===== config.mk =====
export PLATFORM = sky130hd
export DESIGN_NAME = rv32i_regfile_arbiter
export DESIGN_NICKNAME = d
export VERILOG_FILES = /design/src/rtl/rv32i_regfile_arbiter.sv
export SDC_FILE = /design/constraint.sdc
export NUM_CORES = 1
export LEC_CHECK = 0
export CAP_MARGIN = 10
export CORE_MARGIN = 5
export CORE_UTILIZATION = 39
export DETAILED_ROUTE_END_ITERATION = 10
export GPL_TIMING_DRIVEN = 0
export PLACE_DENSITY = 0.83
export SYNTH_ARGS = -nofsm -noshare
export SYNTH_HDL_FRONTEND = slang
export SYNTH_SLANG_ARGS = --single-unit

===== constraint.sdc =====
create_clock -name clk_i -period 4.1 [get_ports clk_i]
set_input_delay 0.41 -clock clk_i [delete_from_list [all_inputs] [get_ports clk_i]]
set_output_delay 0.41 -clock clk_i [all_outputs]
set_load 0.03 [all_outputs]

===== src/rtl/rv32i_regfile_arbiter.sv =====
// Register-file front end: round-robin arbitration of the single write port between
// execute (A) and load (B) writeback, plus a valid/ready read sequencer with write bypass.
module rv32i_regfile_arbiter #(
  parameter int XLEN     = 32,
  parameter int REG_BITS = 5
) (
  input  logic                clk_i,
  input  logic                rst_i,
  input  logic                wa_valid_i,
  output logic                wa_ready_o,
  input  logic [REG_BITS-1:0] wa_addr_i,
  input  logic [XLEN-1:0]     wa_data_i,
  input  logic                wb_valid_i,
  output logic                wb_ready_o,
  input  logic [REG_BITS-1:0] wb_addr_i,
  input  logic [XLEN-1:0]     wb_data_i,
  input  logic                rq_valid_i,
  output logic                rq_ready_o,
  input  logic [REG_BITS-1:0] rq_rs1_i,
  input  logic [REG_BITS-1:0] rq_rs2_i,
  output logic                rsp_valid_o,
  input  logic                rsp_ready_i,
  output logic [XLEN-1:0]     rsp_rs1_o,
  output logic [XLEN-1:0]     rsp_rs2_o,
  output logic                rf_write_o,
  output logic [REG_BITS-1:0] rf_rd_addr_o,
  output logic [XLEN-1:0]     rf_data_o,
  output logic [REG_BITS-1:0] rf_rs1_addr_o,
  output logic [REG_BITS-1:0] rf_rs2_addr_o,
  input  logic [XLEN-1:0]     rf_rs1_i,
  input  logic [XLEN-1:0]     rf_rs2_i
);

  typedef enum logic [1:0] {IDLE, RSP, HOLD} state_e;
  typedef enum logic {SRC_A, SRC_B} src_e;

  state_e              state_q, state_d;
  src_e                rr_last_q, rr_last_d;
  logic [REG_BITS-1:0] rs1_addr_q, rs1_addr_d, rs2_addr_q, rs2_addr_d;
  logic                byp1_q, byp1_d, byp2_q, byp2_d;
  logic [XLEN-1:0]     byp_data_q, byp_data_d;
  logic [XLEN-1:0]     hold1_q, hold1_d, hold2_q, hold2_d;

  logic a_req, b_req, grant_a, grant_b, wr_grant, accept;

  // Write arbitration: x0 requests are acknowledged but never reach the regfile.
  always_comb begin
    // NOTE: every combinational output gets a default first so no path leaves it unassigned (no latch).
    rr_last_d    = rr_last_q;
    rf_rd_addr_o = '0;
    rf_data_o    = '0;
    a_req        = wa_valid_i && (wa_addr_i != '0);
    b_req        = wb_valid_i && (wb_addr_i != '0);
    grant_a      = a_req && (!b_req || rr_last_q == SRC_B);
    grant_b      = b_req && (!a_req || rr_last_q == SRC_A);
    wr_grant     = grant_a || grant_b;
    if (grant_a) begin
      rf_rd_addr_o = wa_addr_i;
      rf_data_o    = wa_data_i;
    end else if (grant_b) begin
      rf_rd_addr_o = wb_addr_i;
      rf_data_o    = wb_data_i;
    end
    if (a_req && b_req) rr_last_d = grant_a ? SRC_A : SRC_B;
  end

  assign wa_ready_o = (wa_valid_i && wa_addr_i == '0) || grant_a;
  assign wb_ready_o = (wb_valid_i && wb_addr_i == '0) || grant_b;
  assign rf_write_o = wr_grant && !rst_i;

  // Read sequencer
  assign rq_ready_o    = (state_q == IDLE) || (state_q != IDLE && rsp_ready_i);
  assign accept        = rq_valid_i && rq_ready_o;
  assign rf_rs1_addr_o = rq_ready_o ? rq_rs1_i : rs1_addr_q;
  assign rf_rs2_addr_o = rq_ready_o ? rq_rs2_i : rs2_addr_q;
  assign rsp_valid_o   = (state_q != IDLE);

  always_comb begin
    rsp_rs1_o = '0;
    rsp_rs2_o = '0;
    if (state_q == RSP) begin
      rsp_rs1_o = byp1_q ? byp_data_q : rf_rs1_i;
      rsp_rs2_o = byp2_q ? byp_data_q : rf_rs2_i;
    end else if (state_q == HOLD) begin
      rsp_rs1_o = hold1_q;
      rsp_rs2_o = hold2_q;
    end
  end

  always_comb begin
    state_d    = state_q;
    rs1_addr_d = rs1_addr_q;
    rs2_addr_d = rs2_addr_q;
    byp1_d     = byp1_q;
    byp2_d     = byp2_q;
    byp_data_d = byp_data_q;
    hold1_d    = hold1_q;
    hold2_d    = hold2_q;
    if (accept) begin
      // The regfile returns old data on a same-edge write, so remember the write instead.
      state_d    = RSP;
      rs1_addr_d = rq_rs1_i;
      rs2_addr_d = rq_rs2_i;
      byp1_d     = wr_grant && (rf_rd_addr_o == rq_rs1_i);
      byp2_d     = wr_grant && (rf_rd_addr_o == rq_rs2_i);
      byp_data_d = rf_data_o;
    end else if (state_q != IDLE && rsp_ready_i) begin
      state_d = IDLE;
    end else if (state_q == RSP) begin
      state_d = HOLD;
      hold1_d = rsp_rs1_o;
      hold2_d = rsp_rs2_o;
    end
  end

  // NOTE: sequential state uses non-blocking assignments so every flop samples pre-edge values.
  always_ff @(posedge clk_i or posedge rst_i) begin
    if (rst_i) begin
      state_q    <= IDLE;
      rr_last_q  <= SRC_B;
      rs1_addr_q <= '0;
      rs2_addr_q <= '0;
      byp1_q     <= 1'b0;
      byp2_q     <= 1'b0;
      byp_data_q <= '0;
      hold1_q    <= '0;
      hold2_q    <= '0;
    end else begin
      state_q    <= state_d;
      rr_last_q  <= rr_last_d;
      rs1_addr_q <= rs1_addr_d;
      rs2_addr_q <= rs2_addr_d;
      byp1_q     <= byp1_d;
      byp2_q     <= byp2_d;
      byp_data_q <= byp_data_d;
      hold1_q    <= hold1_d;
      hold2_q    <= hold2_d;
    end
  end

endmodule


==> run_results.csv <==
group,metric,value,unit
floorplanning,fp.dieArea,18800,um^2
pwr,power_frac_clock,0.204,
logic_synthesis,yosys.cell_types.count,44,
clock_tree,ctsResizeCount,0,
setup_path,path_class,"in2out",
setup_path,critical_path_arrival,3.53,ns
grt,grt.busiest_layer,"met2",
clock_tree,clockRootBuffer,"sky130_fd_sc_hd__clkbuf_16",
sta,setup_ws,0.161,ns
setup_path,critPathLaunchType,"primary input",
sta,worstMarginPinSlew,0.854,ns
floorplanning,fp.dieW,137,um
pwr,ir_worst_vdd,206,uV
grt,grt_use_met1,0.280,
clock_tree,numClockSinks,111,
pwr,comb_power_share,0.411,
setup_path,worst_setup_end_kind,"primary output",
floorplanning,core_area,15800,um^2
grt,grt_pass1_wl,32900,um
grt,groute.layer.met2.usage,0.397,
logic_synthesis,synthTopCellsByCount,"sky130_fd_sc_hd__nand2_1 (111), sky130_fd_sc_hd__dfrtp_1 (110), sky130_fd_sc_hd__mux2_2 (107)",
route,route.detailed.vias_per_inst,5.23,
place,preCtsSetupSlack,0.160,ns
logic_synthesis,synth_edf_count,0,
floorplanning,die_height,137,um
floorplanning,top_level_ports,270,
logic_synthesis,synthFlopType,"sky130_fd_sc_hd__dfrtp_1",
logic_synthesis,synth_async_sr_flop_share,1.00,
logic_synthesis,synth_most_common_cell,"sky130_fd_sc_hd__nand2_1",
route,post-route-drc-count,0,
logic_synthesis,biggest_area_contributors_in_the_synthesized_netlist,"sky130_fd_sc_hd__dfrtp_1 (44%), sky130_fd_sc_hd__mux2_2 (19%), sky130_fd_sc_hd__mux2i_1 (10%)",
route,initialDrtViolationCount,258,
logic_synthesis,synth_area_per_cell,10.4,um^2
logic_synthesis,postSynthCellCount,605,
logic_synthesis,postSynthRegisterBits,111,
pwr,power-per-cell-area,427,nW/um^2
logic_synthesis,syn_area,6290,um^2
sta,slew_violations,0,
sta,timing_hold_violations_final,0,
place,port_buffers,268,
layout,fin_util,0.603,
layout,layout.nets,1039,
sta,maximum_frequency_from_static_timing_analysis,0.254,GHz
logic_synthesis,ys_seq_area_frac,0.442,
grt,grt_pass1_vias,6064,
logic_synthesis,yosys.area.top_type,"sky130_fd_sc_hd__dfrtp_1",
grt,grt_util_met3,0.0643,
logic_synthesis,synth_top_cell_area_share,0.438,
outcome,outcome,"finished clean",
pwr,p_int,2590,uW
route,antenna_left,0,
clock_tree,clock_insertion_delay_worst_skew,0.36,ns
run,cap_violations,0,
sta,period_needed,3.94,ns
route,drt-pass1-iter-count,4,
sta,finalSetupViolations,0,
clock_tree,cts_tree,"built",
route,vias,5784,
floorplanning,num_rows,46,
clock_tree,post_cts_setup_buffer_count,0,
grt,initial_antenna_violation_count,1,
worst_hold_path,timing.hold.worst.class,"in2async",
clock_tree,cts-htree-levels,3,
pwr,seq_power_share,0.385,
pwr,leakagePower,0.00385,uW
layout,drive_gt1_frac,0.157,
setup_path,critPathMaxFanout,10,
layout,layout-area-overhead-vs-synth,51.8,%
sta,post_route_fraction_of_the_period_consumed_by_the_critical_path,0.961,
grt,grt_start_max_net_pins,83,
grt,final_global_route_overflow_total,0,
pwr,power.switching_fraction,0.364,
sta,fin_skew,0.0120,ns
place,dpl.hpwl,16600,um
clock_tree,max-clock-path-buffers,2,
clock_tree,path_clk_slew,0.07,ns
layout,n_antenna_cell,0,
floorplanning,initial_utilization,0.397,
setup_path,required,3.69,ns
pwr,switchingPower,1490,uW
route,routed_wire_length_per_instance,19.7,um
sta,slew-limit-headroom,0.431,
logic_synthesis,mappedNetlistNets,759,
clock_tree,postCtsHoldBufs,0,
place,gp_routability_congestion,0.864,
clock_tree,cts-buffers-inserted,9,
logic_synthesis,yosysWarnings,0,
sta,rsz_0062_raised_after_global_routing,"no",
grt,grt_usage,0.229,
route,finalWirelength,21800,um
## layer usage
metal,vias to the layer above,part of all wire
li1,2725,-
met1,2801,0.41
met2,229,0.49
met3,27,0.080
met4,2,0.019
met5,-,0.00060
## layout make-up
type                       count  area [um^2]
multi-input combinational    444         3320
fill                        1364         6280
clock buffer                   9          225
clock inverter                 7         47.5
timing repair buffer         269         2710
tap                          216          270
sequential                   111         2780
inverter                       6         27.5
buffer                        44          173
## worst paths after layout
path                                          from                        end  slack (ns)  depth (start not counted)
max                                   wa_addr_i[4]               rf_data_o[1]        0.16                          8
min                                          rst_i  rs2_addr_q[1]$_DFFE_PP0P_        0.42                          2
max reg2reg                 state_q[1]$_DFFE_PP0P_     hold1_q[0]$_DFFE_PP0P_        1.48                          5
min reg2reg                hold2_q[10]$_DFFE_PP0P_    hold2_q[10]$_DFFE_PP0P_        0.51                          1
max in group asynchronous                    rst_i    hold2_q[20]$_DFFE_PP0P_        2.96                          3
min in group clk_i         hold2_q[10]$_DFFE_PP0P_    hold2_q[10]$_DFFE_PP0P_        0.51                          1
## layout by cell type, fill, tap and decap left out, drive strengths merged, types with 4 or more instances in the layout
| cell type | instances |
|---|---|
| a21oi | 7 |
| a22o | 33 |
| buf | 11 |
| clkbuf | 43 |
| clkdlybuf4s50 | 268 |
| dfrtp | 110 |
| inv | 8 |
| mux2 | 107 |
| mux2i | 64 |
| nand2 | 111 |
| nor2 | 7 |
| nor2b | 5 |
| nor3 | 4 |
| o21ai | 69 |
| xor2 | 7 |
## cells by family (layout without fill, tap and decap cells)
| family | Yosys count | count (layout) | share of synthesized area |
|---|---|---|---|
| and+or+nand+nor | 141 | 141 | 0.0943 |
| AOI/OAI and AO/OA | 123 | 123 | 0.127 |
| DFF | 111 | 111 | 0.442 |
| xor gates and xnor gates | 9 | 9 | 0.0125 |
| buffers and inverters | 50 | 335 | 0.0310 |
| muxes | 171 | 171 | 0.293 |
## flip-flops by register name (all words and copies together) (netlist names)
| name | count |
|---|---|
| hold2_q | 32 |
| hold1_q | 32 |
| rs1_addr_q | 5 |
| state_q | 2 |
| rr_last_q | 1 |
| byp_data_q | 32 |
| rs2_addr_q | 5 |
| byp1_q | 1 |
| byp2_q | 1 |
## critical path, stage by stage
cell	delay (ns)
sky130_fd_sc_hd__clkdlybuf4s50_1	0.52
sky130_fd_sc_hd__or4_4	0.59
sky130_fd_sc_hd__nor2_1	0.22
sky130_fd_sc_hd__nor2_1	0.15
sky130_fd_sc_hd__nor2_2	0.31
sky130_fd_sc_hd__buf_2	0.36
sky130_fd_sc_hd__a22o_1	0.26
sky130_fd_sc_hd__clkdlybuf4s50_1	0.70
## per-stage QoR
stage	setup TNS [ns]	power, uW	instances	hold slack, ns	cell area (um^2)
detailed placement	0	3270	1090	0.495	9280
finish	0	4080	1106	0.422	9550
global placement	-117.95	3220	1089	0.488	9240
floorplan	0	2530	605	0.479	6290
CTS	0	4120	1106	0.423	9550
global route	0	4290	1106	0.451	9550
## power by group through the flow
stage                     combinational, uW  sequential [uW]  clock [uW]
after global routing                   1790             1600         890
final                                  1680             1570         833
after CTS                              1690             1570         856
after detailed placement               1680             1590           0
after floorplan                        1010             1520           0
after global placement                 1650             1570           0
Power figures use the tool's default switching activity.
